## config.mk

```make
export PLATFORM = sky130hd
export DESIGN_NAME = mem_port_arb
export DESIGN_NICKNAME = d
export VERILOG_FILES = /design/src/rtl/mem_port_pkg.sv /design/src/rtl/mem_port_rr_pick.sv /design/src/rtl/mem_port_arb.sv
export SDC_FILE = /design/constraint.sdc
export NUM_CORES = 1
export LEC_CHECK = 0
export ABC_AREA = 1
export CAP_MARGIN = 20
export CORE_AREA = 2 2 244 246
export DETAILED_ROUTE_END_ITERATION = 7
export DIE_AREA = 0 0 246 248
export GPL_ROUTABILITY_DRIVEN = 0
export PLACE_DENSITY = 0.55
export SLEW_MARGIN = 10
export SYNTH_ARGS = -nofsm -noshare
export SYNTH_HDL_FRONTEND = slang
export SYNTH_SLANG_ARGS = --single-unit
```

## constraint.sdc

```tcl
create_clock -name clk -period 4.3 [get_ports clk]
set_input_delay 1.075 -clock clk [delete_from_list [all_inputs] [get_ports clk]]
set_output_delay 1.075 -clock clk [all_outputs]
set_load 0.05 [all_outputs]
```

## src/rtl/mem_port_pkg.sv

```systemverilog
// Shared types and helpers for the burst memory port arbiter.
// Channel FSM states and line-address extraction.
package mem_port_pkg;

    typedef enum logic [1:0] {
        CH_IDLE = 2'd0,
        CH_REQ  = 2'd1,
        CH_XFER = 2'd2
    } ch_state_t;

    function automatic logic [63:0] line_of(
        input logic [63:0] addr,
        input int          off
    );
        return addr >> off;
    endfunction

endpackage

```

## src/rtl/mem_port_rr_pick.sv

```systemverilog
// Round-robin picker: first set request at or after the pointer,
// wrapping from N_REQ-1 back to 0.
module mem_port_rr_pick #(
    parameter int N_REQ = 3,
    parameter int IDXW  = 2
) (
    input  logic [N_REQ-1:0] req,
    input  logic [IDXW-1:0]  ptr,
    output logic [N_REQ-1:0] pick,
    output logic [IDXW-1:0]  idx
);

    int   j;
    logic hit;

    always_comb begin
        pick = '0;
        idx  = '0;
        hit  = 1'b0;
        j    = 0;
        for (int k = 0; k < N_REQ; k++) begin
            j = int'(ptr) + k;
            if (j >= N_REQ) j = j - N_REQ;
            if (!hit && req[j]) begin
                hit     = 1'b1;
                pick[j] = 1'b1;
                idx     = IDXW'(j);
            end
        end
    end

endmodule

```

## src/rtl/mem_port_arb.sv

```systemverilog
// Arbitrates N_REQ fetch controllers onto one burst memory port.
// Read and write channels run independent round-robin lock-until-done FSMs.
module mem_port_arb
    import mem_port_pkg::*;
#(
    parameter int N_REQ      = 3,
    parameter int ADDR_WIDTH = 32,
    parameter int DATA_WIDTH = 32,
    parameter int LINE_OFF   = 7
) (
    input  logic                        clk,
    input  logic                        rst,
    input  logic [N_REQ-1:0]            s_rd_req,
    input  logic [N_REQ*ADDR_WIDTH-1:0] s_rd_addr,
    input  logic [N_REQ*16-1:0]         s_rd_len,
    output logic [N_REQ-1:0]            s_rd_gnt,
    output logic [DATA_WIDTH-1:0]       s_rd_data,
    output logic [N_REQ-1:0]            s_rd_valid,
    input  logic [N_REQ-1:0]            s_rd_ready,
    output logic [N_REQ-1:0]            s_rd_done,
    input  logic [N_REQ-1:0]            s_wr_req,
    input  logic [N_REQ*ADDR_WIDTH-1:0] s_wr_addr,
    input  logic [N_REQ*16-1:0]         s_wr_len,
    output logic [N_REQ-1:0]            s_wr_gnt,
    input  logic [N_REQ*DATA_WIDTH-1:0] s_wr_data,
    input  logic [N_REQ-1:0]            s_wr_valid,
    input  logic [N_REQ-1:0]            s_wr_last,
    output logic [N_REQ-1:0]            s_wr_ready,
    output logic [N_REQ-1:0]            s_wr_done,
    output logic                        m_rd_req,
    output logic [ADDR_WIDTH-1:0]       m_rd_addr,
    output logic [15:0]                 m_rd_len,
    input  logic                        m_rd_gnt,
    input  logic [DATA_WIDTH-1:0]       m_rd_data,
    input  logic                        m_rd_valid,
    input  logic                        m_rd_done,
    output logic                        m_rd_ready,
    output logic                        m_wr_req,
    output logic [ADDR_WIDTH-1:0]       m_wr_addr,
    output logic [15:0]                 m_wr_len,
    input  logic                        m_wr_gnt,
    output logic [DATA_WIDTH-1:0]       m_wr_data,
    output logic                        m_wr_valid,
    output logic                        m_wr_last,
    input  logic                        m_wr_ready,
    input  logic                        m_wr_done
);

    localparam int IDXW = (N_REQ > 1) ? $clog2(N_REQ) : 1;

    ch_state_t             rd_st, rd_nx, wr_st, wr_nx;
    logic [IDXW-1:0]       rd_own, rd_ptr, rd_idx;
    logic [IDXW-1:0]       wr_own, wr_ptr, wr_idx;
    logic [ADDR_WIDTH-1:0] rd_addr_q, wr_addr_q;
    logic [15:0]           rd_len_q, wr_len_q;
    logic [N_REQ-1:0]      rd_elig, rd_pick, wr_pick;
    logic                  rd_any, wr_any, rd_cpl, wr_cpl;

    logic [ADDR_WIDTH-1:0] rd_addr_a [N_REQ];
    logic [ADDR_WIDTH-1:0] wr_addr_a [N_REQ];
    logic [15:0]           rd_len_a  [N_REQ];
    logic [15:0]           wr_len_a  [N_REQ];
    logic [DATA_WIDTH-1:0] wr_data_a [N_REQ];

    // A fill may not pass a write-back of the same line, whether that
    // write-back is in flight or being picked this very cycle.
    for (genvar g = 0; g < N_REQ; g++) begin : g_sl
        logic haz_busy, haz_pick;
        assign rd_addr_a[g] = s_rd_addr[g*ADDR_WIDTH +: ADDR_WIDTH];
        assign wr_addr_a[g] = s_wr_addr[g*ADDR_WIDTH +: ADDR_WIDTH];
        assign rd_len_a[g]  = s_rd_len[g*16 +: 16];
        assign wr_len_a[g]  = s_wr_len[g*16 +: 16];
        assign wr_data_a[g] = s_wr_data[g*DATA_WIDTH +: DATA_WIDTH];
        assign haz_busy = (wr_st != CH_IDLE) &&
            (line_of(64'(rd_addr_a[g]), LINE_OFF) ==
             line_of(64'(wr_addr_q), LINE_OFF));
        assign haz_pick = (wr_st == CH_IDLE) && wr_any &&
            (line_of(64'(rd_addr_a[g]), LINE_OFF) ==
             line_of(64'(wr_addr_a[wr_idx]), LINE_OFF));
        assign rd_elig[g] = s_rd_req[g] && !haz_busy && !haz_pick;
    end

    mem_port_rr_pick #(.N_REQ(N_REQ), .IDXW(IDXW)) u_rd_pick (
        .req  (rd_elig),
        .ptr  (rd_ptr),
        .pick (rd_pick),
        .idx  (rd_idx)
    );

    mem_port_rr_pick #(.N_REQ(N_REQ), .IDXW(IDXW)) u_wr_pick (
        .req  (s_wr_req),
        .ptr  (wr_ptr),
        .pick (wr_pick),
        .idx  (wr_idx)
    );

    assign rd_any    = |rd_pick;
    assign wr_any    = |wr_pick;
    assign s_rd_data = m_rd_data;

    always_ff @(posedge clk) begin
        if (rst) begin
            rd_st     <= CH_IDLE;
            rd_own    <= '0;
            rd_ptr    <= '0;
            rd_addr_q <= '0;
            rd_len_q  <= '0;
        end else begin
            rd_st <= rd_nx;
            if (rd_st == CH_IDLE && rd_any) begin
                rd_own    <= rd_idx;
                rd_addr_q <= rd_addr_a[rd_idx];
                rd_len_q  <= rd_len_a[rd_idx];
            end
            if (rd_cpl)
                rd_ptr <= (rd_own == IDXW'(N_REQ-1)) ? '0 : rd_own + 1'b1;
        end
    end

    always_ff @(posedge clk) begin
        if (rst) begin
            wr_st     <= CH_IDLE;
            wr_own    <= '0;
            wr_ptr    <= '0;
            wr_addr_q <= '0;
            wr_len_q  <= '0;
        end else begin
            wr_st <= wr_nx;
            if (wr_st == CH_IDLE && wr_any) begin
                wr_own    <= wr_idx;
                wr_addr_q <= wr_addr_a[wr_idx];
                wr_len_q  <= wr_len_a[wr_idx];
            end
            if (wr_cpl)
                wr_ptr <= (wr_own == IDXW'(N_REQ-1)) ? '0 : wr_own + 1'b1;
        end
    end

    always_comb begin
        rd_nx      = rd_st;
        rd_cpl     = 1'b0;
        m_rd_req   = 1'b0;
        m_rd_addr  = '0;
        m_rd_len   = '0;
        m_rd_ready = 1'b0;
        s_rd_gnt   = '0;
        s_rd_valid = '0;
        s_rd_done  = '0;
        unique case (rd_st)
            CH_IDLE: if (rd_any) rd_nx = CH_REQ;
            CH_REQ: begin
                m_rd_req         = 1'b1;
                m_rd_addr        = rd_addr_q;
                m_rd_len         = rd_len_q;
                s_rd_gnt[rd_own] = m_rd_gnt;
                if (m_rd_gnt) rd_nx = CH_XFER;
            end
            CH_XFER: begin
                m_rd_ready         = s_rd_ready[rd_own];
                s_rd_valid[rd_own] = m_rd_valid;
                s_rd_done[rd_own]  = m_rd_done;
                if (m_rd_valid && s_rd_ready[rd_own] && m_rd_done) begin
                    rd_cpl = 1'b1;
                    rd_nx  = CH_IDLE;
                end
            end
            default: rd_nx = CH_IDLE;
        endcase
    end

    always_comb begin
        wr_nx      = wr_st;
        wr_cpl     = 1'b0;
        m_wr_req   = 1'b0;
        m_wr_addr  = '0;
        m_wr_len   = '0;
        m_wr_data  = '0;
        m_wr_valid = 1'b0;
        m_wr_last  = 1'b0;
        s_wr_gnt   = '0;
        s_wr_ready = '0;
        s_wr_done  = '0;
        unique case (wr_st)
            CH_IDLE: if (wr_any) wr_nx = CH_REQ;
            CH_REQ: begin
                m_wr_req         = 1'b1;
                m_wr_addr        = wr_addr_q;
                m_wr_len         = wr_len_q;
                s_wr_gnt[wr_own] = m_wr_gnt;
                if (m_wr_gnt) wr_nx = CH_XFER;
            end
            CH_XFER: begin
                m_wr_data          = wr_data_a[wr_own];
                m_wr_valid         = s_wr_valid[wr_own];
                m_wr_last          = s_wr_last[wr_own];
                s_wr_ready[wr_own] = m_wr_ready;
                s_wr_done[wr_own]  = m_wr_done;
                if (m_wr_done) begin
                    wr_cpl = 1'b1;
                    wr_nx  = CH_IDLE;
                end
            end
            default: wr_nx = CH_IDLE;
        endcase
    end

endmodule
```

==> metrics.cfg <==
[grt]
grt_pass1_vias=15700
grt_start_max_net_pins=58
grt_pass1_wl_mm=100
gr-total-overflow=0
antenna_found_initial=10
grt_usage=0.221

[place]
placed_cells=3405
post-place-ws_ns=-0.826
place_area_um2=18500
portBuffers=557
dp_hpwl_mm=56.5

[critical_path]
crit_arrival_ns=4.44
crit_fanout=7
critPathLaunchType=primary input
required_ns=4.54
cp_common_cell=nand2_1
critPathKind=primary input to register
cp_slowest_stage_delay_ns=0.26
slowest_stage=o21ai_0
reg2reg_from=wr_ptr[1]
r2r_slack_ns=0.12
r2r_cells=33
r2r-end=rd_addr_q[11]
crit_path_end_kind=register

[timing]
hold_violations=0
skew_ns=0.0244
tns_ns=0
fin_crit_sh=0.977
drv_slew=0
worst_slew_pin_slew_ns=0.765
setup_viol=0
rsz0062_at_grt=yes
finalWorstSetupSlack_ns=0.0998
slew_headroom=0.490
max_freq_mhz=238
fin_crit_ns=4.20

[synthesis]
synth-warning-count=0
syn_nets=2508
synth.distinct_cells=46
avgSynthCellArea_um2=5.51
synth_cells=2061
ys_seq_area_frac=0.190
netlist_area_um2=11400
synth-seq-cells=108

[clock_network]
cts_tree=built
clockBufferDepth=2
cts_hold_buf=0
clkSinkCount=108
path_clk_slew_ns=0.09
cts_buffers=9
clkLatencyLatePin_ns=0.41
h-tree-depth=3
root_buffer=clkbuf_16

[floorplan]
io_pins=622
coreArea_um2=58500
die_x_um=246
std_cell_rows=89
die_h_um=248
start_util=0.194
die-area_um2=61000

[detailed_routing]
ant_nets=0
wl_per_cell_um=20.7
route.final.wire_length_mm=71.9
drc=0
drt_pass1_iterations=8
routed_via_density=4.76
via_count=16500
drt-initial-drc-count=1761

[final_layout]
multi_input_area_um2=8000
syn_to_final_growth_pct=79.8
finalNonFillerCells=3468
post-route-cell-area_um2=20400
final_util=0.349
drive_above_1_share=0.158
seq_area_um2=2170
fill_cells=6356
layout.nets=3131

[power_and_ir_drop]
pwr-share-comb=0.592
sw_frac_of_total=0.471
clock_power_share=0.175
p_leak_nw=9.20
powerDensity_nw_per_um2=273
seqPwrFrac=0.233
switchingPower_mw=2.63
ir_drop_v=0.000223
p_int_mw=2.95

[flow_run]
drv_cap=0

[outcome]
outcome=finished, final reports clean

[hold_path]
hp-class=register to register
hold_end=rd_len_q[13]
hold_depth=2
min_from=rd_len_q[13]

## kinds of logic (layout without fill, tap and decap cells)
kind of cell / after synthesis / count (layout) / synth area share
AOI/OAI and AO/OA: 312 / 312 / 0.173
and+or+nand+nor: 1127 / 1128 / 0.425
DFF: 108 / 108 / 0.190
other: 0 / 6 / 0
xor gates and xnor gates: 28 / 28 / 0.0216
buffers and inverters: 478 / 1105 / 0.181
adders and majority gates: 8 / 8 / 0.00881
## worst max-delay path by stage
stage / startpoint / endpoint / cells after the start
floorplan: s_wr_req[2] / rd_addr_q[18] / 29
global placement: s_wr_req[2] / rd_addr_q[19] / 29
detailed placement: s_wr_req[2] / rd_addr_q[19] / 29
CTS: s_wr_req[1] / rd_addr_q[9] / 33
global route: wr_ptr[1] / rd_addr_q[11] / 33
finish: s_wr_req[1] / rd_addr_q[11] / 32
## synth_stat cells (all sizes together)
cell type | count | share of area
nor2 | 218 | 0.073
or2 | 5 | 0.0028
a32oi | 5 | 0.0039
nand4 | 40 | 0.023
o221ai | 1 | 0.00077
buf | 80 | 0.049
nand3 | 230 | 0.11
xnor2 | 8 | 0.0062
clkbuf | 61 | 0.020
a22oi | 29 | 0.019
a21oi | 76 | 0.034
a41oi | 2 | 0.0015
o2111ai | 7 | 0.0054
nor3 | 18 | 0.0079
xor2 | 20 | 0.015
o21bai | 13 | 0.0086
o211ai | 28 | 0.019
nor4 | 8 | 0.0044
a221oi | 19 | 0.015
o22ai | 28 | 0.015
nand2 | 589 | 0.20
a211oi | 1 | 0.00066
inv | 335 | 0.11
o21ai | 66 | 0.029
and3 | 1 | 0.00055
ha | 8 | 0.0088
dfxtp | 108 | 0.19
a31oi | 35 | 0.019
clkinv | 2 | 0.00077
o21a | 2 | 0.0013
nand3b | 18 | 0.012
## stage by stage
stage | hold WS (ns) | total power [mW]
floorplan | 0.444 | 2.96
global placement | 0.456 | 4.24
detailed placement | 0.456 | 4.24
CTS | 0.471 | 5.33
global route | 0.486 | 5.89
finish | 0.469 | 5.58
## registers in the layout (all words and copies together), names as in the netlist, 16 cells and up
name,flops
rd_addr_q,32
wr_addr_q,32
wr_len_q,16
rd_len_q,16
## power groups by stage
stage,logic (mW),registers [mW],clock network (mW)
2_1_floorplan,1.69,1.27,0
3_3_place_gp,2.93,1.32,0
3_5_place_dp,2.92,1.32,0
4_1_cts,3.02,1.29,1.01
5_1_grt,3.54,1.32,1.03
6_report,3.30,1.30,0.975
## layout by cell type (no fill, tap or decap), types with 6 or more instances in the layout
cell type and n:
o2111ai_1 7, clkbuf_16 20, inv_1 318, nand3_2 42, nand2_1 518, nor4_1 8, nor2_1 194, dfxtp_1 106
buf_4 146, nand4_1 39, a21oi_2 10, nand3b_1 18, o21ai_0 55, inv_2 12, a22oi_1 29, xnor2_1 8
diode_2 6, a31oi_1 35, nand3_4 12, o211ai_1 28, clkdlybuf4s50_1 547, a21oi_1 64, buf_12 23, xor2_1 18
nand3_1 176, buf_6 17, nor3_1 11, o22ai_1 28, o21ai_1 7, nand2_4 16, nor3_2 6, o21bai_1 13
a221oi_1 19, nor2_2 20, nand2_2 52
## area by class of cell
| class | count | share of cell area |
|---|---|---|
| Inverter | 337 | 0.0636 |
| Sequential cell | 108 | 0.106 |
| Timing Repair Buffer | 752 | 0.375 |
| Multi-Input combinational cell | 1476 | 0.392 |
| Antenna cell | 6 | 0.000735 |
| Clock buffer | 9 | 0.0110 |
| Tap cell | 773 | 0.0473 |
| Clock inverter | 7 | 0.00386 |
## critical path, delay by kind of cell
| kind | cells | cell delay [ns] |
|---|---|---|
| AND/OR/NAND/NOR | 22 | 2.06 |
| buffers and inverters | 8 | 0.97 |
| AO/OA/AOI/OAI | 2 | 0.33 |
## layer usage
layer,vias up,GRT usage,share of wire
li1,7878,-,-
met1,7571,0.266,0.39
met2,897,0.377,0.48
met3,152,0.0620,0.10
met4,2,0.0722,0.032
met5,-,0,0.00014
## repair_timing
item                                    4_1_cts  5_1_grt
endpoints found under the setup margin       51       51
gates resized for setup                      58      209
buffers inserted                             13       12
pin swaps                                    25       55
cloned                                        4       14
(Power assumes the default switching activity.)
